--- src/rtl/spi_byte_master.sv ---
// Byte-level SPI master, mode 0, MSB first, with a one-byte holding register for back-to-back bytes.
// Define SPI_LOOPBACK_EN to feed the receive shifter from the internal mosi instead of the miso pin.
module spi_byte_master #(
    parameter int CLK_DIV    = 4,
    parameter int GAP_CYCLES = 8
) (
    input  logic       clock,
    input  logic       reset,
    input  logic [7:0] Byte,
    input  logic       wren,
    output logic       di_req,
    output logic       write_ack,
    output logic [7:0] data_read,
    output logic       data_read_valid,
    output logic       busy,
    output logic       sclk,
    output logic       mosi,
    input  logic       miso,
    output logic       ss_n
);

    typedef enum logic [2:0] {IDLE, LEAD, SHIFT, TRAIL, GAP} state_t;

    localparam logic [7:0] DIV_LAST = 8'(CLK_DIV - 1);
    localparam logic [7:0] GAP_LAST = 8'(GAP_CYCLES - 1);

    state_t     state;
    logic [7:0] div_cnt;
    logic [7:0] gap_cnt;
    logic [2:0] bit_cnt;
    logic [7:0] hold_reg;
    logic       hold_valid;
    logic [7:0] tx_shift;
    logic [7:0] rx_shift;
    logic       last_byte;

    logic div_done;
    logic byte_done;
    logic load_now;
    logic accept;
    logic hold_next;
    logic rx_bit;

`ifdef SPI_LOOPBACK_EN
    assign rx_bit = mosi;
`else
    assign rx_bit = miso;
`endif

    // The shifter drains the holding register before a new byte is accepted into it.
    always_comb begin
        div_done  = (div_cnt == DIV_LAST);
        byte_done = (state == SHIFT) && sclk && div_done && (bit_cnt == 3'd7);
        load_now  = hold_valid && ((state == IDLE) || byte_done);
        accept    = wren && (!hold_valid || load_now) && !write_ack;
        hold_next = accept || (hold_valid && !load_now);
    end

    always_ff @(posedge clock) begin
        if (reset) begin
            state           <= IDLE;
            div_cnt         <= 8'd0;
            gap_cnt         <= 8'd0;
            bit_cnt         <= 3'd0;
            hold_reg        <= 8'd0;
            hold_valid      <= 1'b0;
            tx_shift        <= 8'd0;
            rx_shift        <= 8'd0;
            last_byte       <= 1'b0;
            di_req          <= 1'b1;
            write_ack       <= 1'b0;
            data_read       <= 8'd0;
            data_read_valid <= 1'b0;
            busy            <= 1'b0;
            sclk            <= 1'b0;
            mosi            <= 1'b0;
            ss_n            <= 1'b1;
        end else begin
            write_ack       <= accept;
            data_read_valid <= 1'b0;
            hold_valid      <= hold_next;
            di_req          <= !hold_next;
            if (accept) begin
                hold_reg <= Byte;
            end

            case (state)
                IDLE: begin
                    if (hold_valid) begin
                        state    <= LEAD;
                        busy     <= 1'b1;
                        ss_n     <= 1'b0;
                        tx_shift <= hold_reg;
                        mosi     <= hold_reg[7];
                        div_cnt  <= 8'd0;
                    end
                end
                LEAD: begin
                    if (div_done) begin
                        state     <= SHIFT;
                        sclk      <= 1'b1;
                        rx_shift  <= {rx_shift[6:0], rx_bit};
                        div_cnt   <= 8'd0;
                        bit_cnt   <= 3'd0;
                        last_byte <= 1'b0;
                    end else begin
                        div_cnt <= div_cnt + 8'd1;
                    end
                end
                SHIFT: begin
                    if (!div_done) begin
                        div_cnt <= div_cnt + 8'd1;
                    end else begin
                        div_cnt <= 8'd0;
                        if (sclk) begin
                            sclk <= 1'b0;
                            if (bit_cnt == 3'd7) begin
                                data_read       <= rx_shift;
                                data_read_valid <= 1'b1;
                                bit_cnt         <= 3'd0;
                                if (hold_valid) begin
                                    tx_shift <= hold_reg;
                                    mosi     <= hold_reg[7];
                                end else begin
                                    last_byte <= 1'b1;
                                end
                            end else begin
                                bit_cnt  <= bit_cnt + 3'd1;
                                tx_shift <= {tx_shift[6:0], 1'b0};
                                mosi     <= tx_shift[6];
                            end
                        end else if (last_byte) begin
                            // The last bit keeps its full low half before the chip-select hold starts.
                            state     <= TRAIL;
                            last_byte <= 1'b0;
                        end else begin
                            sclk     <= 1'b1;
                            rx_shift <= {rx_shift[6:0], rx_bit};
                        end
                    end
                end
                TRAIL: begin
                    if (div_done) begin
                        state   <= GAP;
                        ss_n    <= 1'b1;
                        div_cnt <= 8'd0;
                        gap_cnt <= 8'd0;
                    end else begin
                        div_cnt <= div_cnt + 8'd1;
                    end
                end
                GAP: begin
                    if (gap_cnt == GAP_LAST) begin
                        state <= IDLE;
                        busy  <= 1'b0;
                    end else begin
                        gap_cnt <= gap_cnt + 8'd1;
                    end
                end
                default: begin
                    state <= IDLE;
                    busy  <= 1'b0;
                end
            endcase
        end
    end

endmodule

--- config.mk ---
export PLATFORM = sky130hd
export DESIGN_NAME = spi_byte_master
export DESIGN_NICKNAME = d
export VERILOG_FILES = /design/src/rtl/spi_byte_master.sv
export SDC_FILE = /design/constraint.sdc
export NUM_CORES = 1
export LEC_CHECK = 0
export BUFFER_PORTS_ARGS = -buffer_cell sky130_fd_sc_hd__buf_2
export CAP_MARGIN = 20
export CORE_ASPECT_RATIO = 0.6
export CORE_UTILIZATION = 45
export DETAILED_ROUTE_END_ITERATION = 16
export SYNTH_ARGS = -nofsm -noshare
export SYNTH_HDL_FRONTEND = slang
export SYNTH_SLANG_ARGS = --single-unit
--- constraint.sdc ---
create_clock -name clock -period 4.34 [get_ports clock]
set_clock_uncertainty 0.05 [all_clocks]
set_input_delay 0.217 -clock clock [delete_from_list [all_inputs] [get_ports clock]]
set_output_delay 0.217 -clock clock [all_outputs]
set_load 0.05 [all_outputs]
== Word-level counts from Yosys, hierarchy flattened ==
Index checks and enable logic that the tools add are counted.

* Output and inout port bits: 15
* Input bits: 12
* Register bits: 63
* Logic and storage cells: 127

* Bitwise gates (word level): 4
* Add/sub/neg operators: 3
* Reductions and logical operators: 33
* Muxes and demuxes: 51
* Equal/unequal tests: 19

{| class="wikitable"
|+ Operators by type and width
! operator !! count
|-
| 8-bit 2-to-1 mux || 12
|-
| 8-bit case mux with 2 select lines || 4
|-
| 3-bit 2-to-1 mux || 11
|-
| 2-bit != test (second input constant) || 10
|-
| 1-bit 2-to-1 mux || 17
|-
| 8-bit by 1-bit adder with 8-bit output (second input constant) || 2
|-
| 3-bit case mux with 5 select lines || 1
|-
| 3-bit AND reduction || 5
|-
| 5-bit AND reduction || 2
|-
| 2-bit nonzero test || 5
|-
| 8-bit by 2-bit == test with 1-bit output (second input constant) || 1
|-
| 8-bit by 3-bit == test with 1-bit output (second input constant) || 1
|-
| 1-bit case mux with 2 select lines || 4
|-
| 4-bit AND reduction || 2
|-
| 1-bit logical AND || 7
|-
| 7-bit AND reduction || 1
|-
| 3-bit by 2-bit == test with 1-bit output (second input constant) || 2
|-
| 3-bit == test (second input constant) || 2
|-
| 3-bit case mux with 2 select lines || 1
|-
| 1-bit logical NOT || 4
|-
| 1-bit NOT || 4
|-
| 4-bit OR reduction || 1
|-
| 3-bit by 1-bit adder with 3-bit output (second input constant) || 1
|-
| 3-bit by 1-bit == test with 1-bit output (second input constant) || 1
|-
| other kinds (7) || 9
|}

== Logic depth before layout (Yosys ltp) ==
* Depth after elaboration: 11
* Mapped depth: 8
* Depth with buffers taken out: 6

== Least setup slack after synthesis ==
Ideal clock, no wire load.

* Kind: register to register
* Start: register sclk
* End: register rx_shift[0]
* Data required time: 4.162 ns
* Library setup time: 0.128 ns
* Path slack: 2.359 ns
* Clock period less this slack: 1.981 ns
* Stages on the path, launching flop included: 6
* Path buffers: 1
* Arrival time: 1.803 ns
* Cells stage by stage: dfxtp_1 clkbuf_1 nor4b_1 o2111ai_2 mux2i_1 nor2_1

* Word-level cells in the longest chain between the ends: 2

{| class="wikitable"
|+ Ends and longest elaborated chain
! element !! line !! RTL
|-
| start, declared || 16 || <nowiki>output logic sclk,</nowiki>
|-
| start signal, assigned || 75 || <nowiki>sclk <= 1'b0;</nowiki>
|-
| start signal, assigned || 101 || <nowiki>sclk <= 1'b1;</nowiki>
|-
| start signal, assigned || 116 || <nowiki>sclk <= 1'b0;</nowiki>
|-
| 2-bit != test (no line) || -- ||
|-
| 5-bit AND reduction (no line) || -- ||
|-
| end signal, assigned || 102 || <nowiki>rx_shift <= {rx_shift[6:0], rx_bit};</nowiki>
|-
| end signal, assigned || 138 || <nowiki>rx_shift <= {rx_shift[6:0], rx_bit};</nowiki>
|-
| end, declared || 34 || <nowiki>logic [7:0] rx_shift;</nowiki>
|}

No other way between the ends.
A chain may end at the register's enable or synchronous reset.

== Final worst setup path ==
* Start: register div_cnt[0]
* End: register di_req

* Word-level cells in the longest chain between the ends: 10

{| class="wikitable"
|+ Ends and longest elaborated chain
! element !! line !! RTL
|-
| start, declared || 28 || <nowiki>logic [7:0] div_cnt;</nowiki>
|-
| start signal, assigned || 107 || <nowiki>div_cnt <= div_cnt + 8'd1;</nowiki>
|-
| start signal, assigned || 112 || <nowiki>div_cnt <= div_cnt + 8'd1;</nowiki>
|-
| start signal, assigned || 149 || <nowiki>div_cnt <= div_cnt + 8'd1;</nowiki>
|-
| 8-bit by 2-bit == test with 1-bit output (*) || 52 || <nowiki>div_done = (div_cnt == DIV_LAST);</nowiki>
|-
| 1-bit logical AND (*) (2 in a row) || 53 || <nowiki>byte_done = (state == SHIFT) && sclk && div_done && (bit_cnt == 3'd7);</nowiki>
|-
| 1-bit logical OR (*) || 54 || <nowiki>load_now = hold_valid && ((state == IDLE) || byte_done);</nowiki>
|-
| 1-bit logical AND (*) || 54 ||
|-
| 1-bit logical OR || 55 || <nowiki>accept = wren && (!hold_valid || load_now) && !write_ack;</nowiki>
|-
| 1-bit logical AND (2 in a row) || 55 ||
|-
| 1-bit logical OR (*) || 56 || <nowiki>hold_next = accept || (hold_valid && !load_now);</nowiki>
|-
| 1-bit logical NOT (*) || 82 || <nowiki>di_req <= !hold_next;</nowiki>
|-
| end signal, assigned || 82 ||
|-
| end, declared || 11 || <nowiki>output logic di_req,</nowiki>
|}

Mark *: on every way between the ends. The rest lies on a longest branch, timed or not.

==> results.txt <==
* Outcome: completed
- The first routing iteration left 154 violations.
* Final weighted congestion of routability-driven global placement: around 0.77
- Crit share post-route: 0.606
* Number of vias after detailed routing: approximately 2200
- Layout net count: 351
- Initial cell density of the core: 0.487
* Highest signal layer in the routed design: met4
- For this design the total switching power over the nets is about 300 uW.
* Worst setup slack after layout: approximately 1700 ps
- For this run, the number of Yosys warnings is 0.
* Worst setup slack before clock tree synthesis: around 1700 ps
* Number of buffers inserted by hold repair at cts: 0
- Horiz. Die Dim: 104 um
* Post-synthesis sequential area ratio: 0.439
* Clock slew at the register clock pins of the worst setup and hold paths: about 70 ps
- In this run the mean area of a mapped cell was roughly 9 um2.
* Worst hold-check slack: around 71 ps
- The detail route stage leaves a number of antenna-violating nets equal to 0.
* Number of max-slew violations in the final report: 0
* Main area contributors after synthesis: sky130_fd_sc_hd__dfxtp_1, sky130_fd_sc_hd__mux2i_1, sky130_fd_sc_hd__nor2_1
- In this run, synthesis inferred 0 flip-flops with an integrated enable.
* Headroom to the max-slew limit: 0.431
* Buffer levels on the longest clock path: 2
- Worst setup EP type: flip-flop
- Maximum fanout encountered on the critical timing path: 10
* Pre-Repair DR Iteration Count: 4
- Die Span Y: between 60 and 70 um
- The share of synthesized area in the top cell type comes to 0.439.
- Reg2Reg Launch Point: div_cnt[0]
- Timing-limited maximum frequency: roughly 380 MHz
* Data arrival time of the worst path: approximately 2900 ps
- Master cell of the clock root buffer: sky130_fd_sc_hd__clkbuf_8
- Counting flops with an async set or reset pin after synthesis yields a share of 0.
- The number of clock buffers added by TritonCTS is 9.
- Post-Syn Nets: between 300 and 400
- Total power divided by cell area: approximately 370 nW/um2
- Final wirelength: a little under 6 mm
* Total of buffers placed on input and output ports: 26
* Clock Sink Count: 62
- The most used flip-flop cell after synthesis is sky130_fd_sc_hd__dfxtp_1.
- Traced cell by cell, the critical path runs through ha_1 > nor3b_1 > nand4_1 > a21oi_1 > or2_2.
- Number of buffers inserted to repair setup after CTS: 0
* Critical path class: reg -> reg
* Placement Rows: 21
* Critical path launch point type: flip-flop
* Met1 routed wirelength after detailed routing: between 3 and 4 mm
- Detailed placement ended at an HPWL of approximately 3.9 mm.
- Average wire per standard cell: between 10 and 15 um
* Later-pin clock latency in the skew report: between 300 and 400 ps
- Relative contribution of combinational cells to total power: 0.075
- IO Count: 27
* Clock tree from TritonCTS: built
- Of the cells placed in the final design, the portion with a size suffix greater than 1 is 0.171.
- Start point of the worst hold path: Byte[5]
- Leaving out fill and tap cells, the most frequent cell in the layout is sky130_fd_sc_hd__dfxtp_1.
- Sum of negative setup slack: 0 ps
* Power share of the sequential group: 0.505
- Setup repair after global routing left no endpoint under its margin.
* Core area: ~5800 um2
- Post-synthesis cell count: around 310
- IR analysis of the VDD net gives a maximum drop of ~0.21 mV.
- Cell internal power was estimated by the tool at roughly 900 uW.
* Final Hold Viols: 0
- The number of gates resized after CTS was 0.
* Worst path slowest cell: sky130_fd_sc_hd__nand4_1
* Time the final worst path needs with I/O delays and setup: approximately 2600 ps
- Leading cell types in the layout, fill and taps excluded: sky130_fd_sc_hd__dfxtp_1, sky130_fd_sc_hd__nor2_1, sky130_fd_sc_hd__nand2_1, sky130_fd_sc_hd__buf_2, sky130_fd_sc_hd__mux2i_1
* Dominant cell type by area after synthesis: sky130_fd_sc_hd__dfxtp_1
- Global router's overall resource usage: 0.196
* Overflow after GRT: 0
- Using the TritonRoute via totals, the vias-per-cell ratio works out to around 5.3.
- Pin count of the biggest net entering global routing: 40
* Die area: 6610 um2
- H-tree lvl count: 3
- Number of setup violations in the final report: 0
* Slew of the pin with the lowest slew margin: 851 ps
* Combined area of all synthesized cells: 2830 um2
- Req. time, crit path: between 4000 and 5000 ps
- Antenna violations before repair: 0
- The first global-routing pass estimated approximately 10 mm of wire.
- On the critical path the largest part of the delay comes from simple AND/OR/NAND/NOR gates.
* Worst setup path start: div_cnt[0]
- Buffer and inverter count on the worst path: 0
- From synthesis to final layout, the design area changed by 12.8%.
- Number of distinct library cell variants in the gate-level netlist after synthesis: between 50 and 60
- Number of max-cap violations: 0
* FF+latch count, synth: a little over 60
- Remaining routing DRC violations: 0
- Maximum single-stage delay on the critical path: slightly below 700 ps
* Antenna cells: 0
- Min-delay worst type: in -> reg
- After detailed routing, the met3 layer carries roughly 370 um of wire.
* Clock network fraction of design power: 0.420
- Switching portion of total power: 0.248
- Lkg Pwr: between 0.001 and 0.0015 uW
* Number of global-route vias before repair: ~2100
* Wire length on met2: 2.14 mm
-- cell type report --
type	count	area, um2
Timing Repair Buffer	27	135
Fill cell	552	2620
Clock buffer	10	138
Sequential cell	62	1240
Multi-Input combinational cell	224	1470
Tap cell	80	100
Inverter	11	41.3
Clock inverter	6	61.3
-- synthesized netlist by cell type (2+ instances only) --
library cell and number:
sky130_fd_sc_hd__a211oi_1 2, sky130_fd_sc_hd__a21oi_1 8, sky130_fd_sc_hd__a311oi_1 10, sky130_fd_sc_hd__a31oi_1 6, sky130_fd_sc_hd__and3_1 2, sky130_fd_sc_hd__buf_2 5
sky130_fd_sc_hd__clkbuf_1 10, sky130_fd_sc_hd__dfxtp_1 62, sky130_fd_sc_hd__ha_1 4, sky130_fd_sc_hd__inv_1 11, sky130_fd_sc_hd__mux2i_1 24, sky130_fd_sc_hd__nand2_1 35
sky130_fd_sc_hd__nand2b_1 2, sky130_fd_sc_hd__nand3_1 7, sky130_fd_sc_hd__nand3b_1 2, sky130_fd_sc_hd__nand4_1 2, sky130_fd_sc_hd__nor2_1 47, sky130_fd_sc_hd__nor2b_1 3
sky130_fd_sc_hd__nor3_1 10, sky130_fd_sc_hd__nor3b_1 2, sky130_fd_sc_hd__nor4b_1 2, sky130_fd_sc_hd__o2111ai_2 2, sky130_fd_sc_hd__o21ai_0 7, sky130_fd_sc_hd__o22a_1 7
sky130_fd_sc_hd__or2_2 3, sky130_fd_sc_hd__or3_1 2, sky130_fd_sc_hd__xnor2_1 11
-- worst paths after layout --
path	endpoint	slack, ps	cells after the start
worst min register to register	hold_reg[3]	410	2
worst min-delay path	hold_reg[5]	70	3
worst max-delay path	di_req	1710	5
worst max register to register	di_req	1710	5
-- worst reg2reg max path, cell delays in order (launching register included) --
cell                      delay, ps
sky130_fd_sc_hd__dfxtp_1        390
sky130_fd_sc_hd__ha_1           350
sky130_fd_sc_hd__nor3b_1        590
sky130_fd_sc_hd__nand4_1        690
sky130_fd_sc_hd__a21oi_1        380
sky130_fd_sc_hd__or2_2          140
-- power by group through the flow --
stage	sequential, uW	clock [uW]	combinational (uW)
3_3_place_gp	615	0	88.5
3_5_place_dp	616	0	88.8
2_1_floorplan	622	0	58.6
5_1_grt	605	543	99.6
6_report	603	501	89.8
4_1_cts	603	515	89.1
-- cell families (layout without fill, tap and decap cells) --
group,count (synthesis),count (layout),synth area share
compound gates,53,53,0.148
xor+xnor,11,11,0.0341
fa+ha+maj,4,4,0.0177
buf+inv,28,54,0.0407
flops,62,62,0.439
mux,24,24,0.0850
simple gates,132,132,0.235
-- metal layers --
layer / vias to the layer above / global-route usage
met1: 1001 / 0.279
met5: - / 0
met4: 0 / 0.0786
li1: 1158 / -
met3: 4 / 0.0683
met2: 67 / 0.266
-- per-stage QoR --
stage               std cells  area, um2  utilization  power (uW)
global route              420       3190        0.549        1250
detailed placement        403       2980        0.513         704
floorplan                 314       2830            -         680
CTS                       419       3180        0.548        1210
global placement          403       2980        0.513         703
finish                    420       3190        0.549        1190
Note: power is estimated with default switching activity, not from simulation.
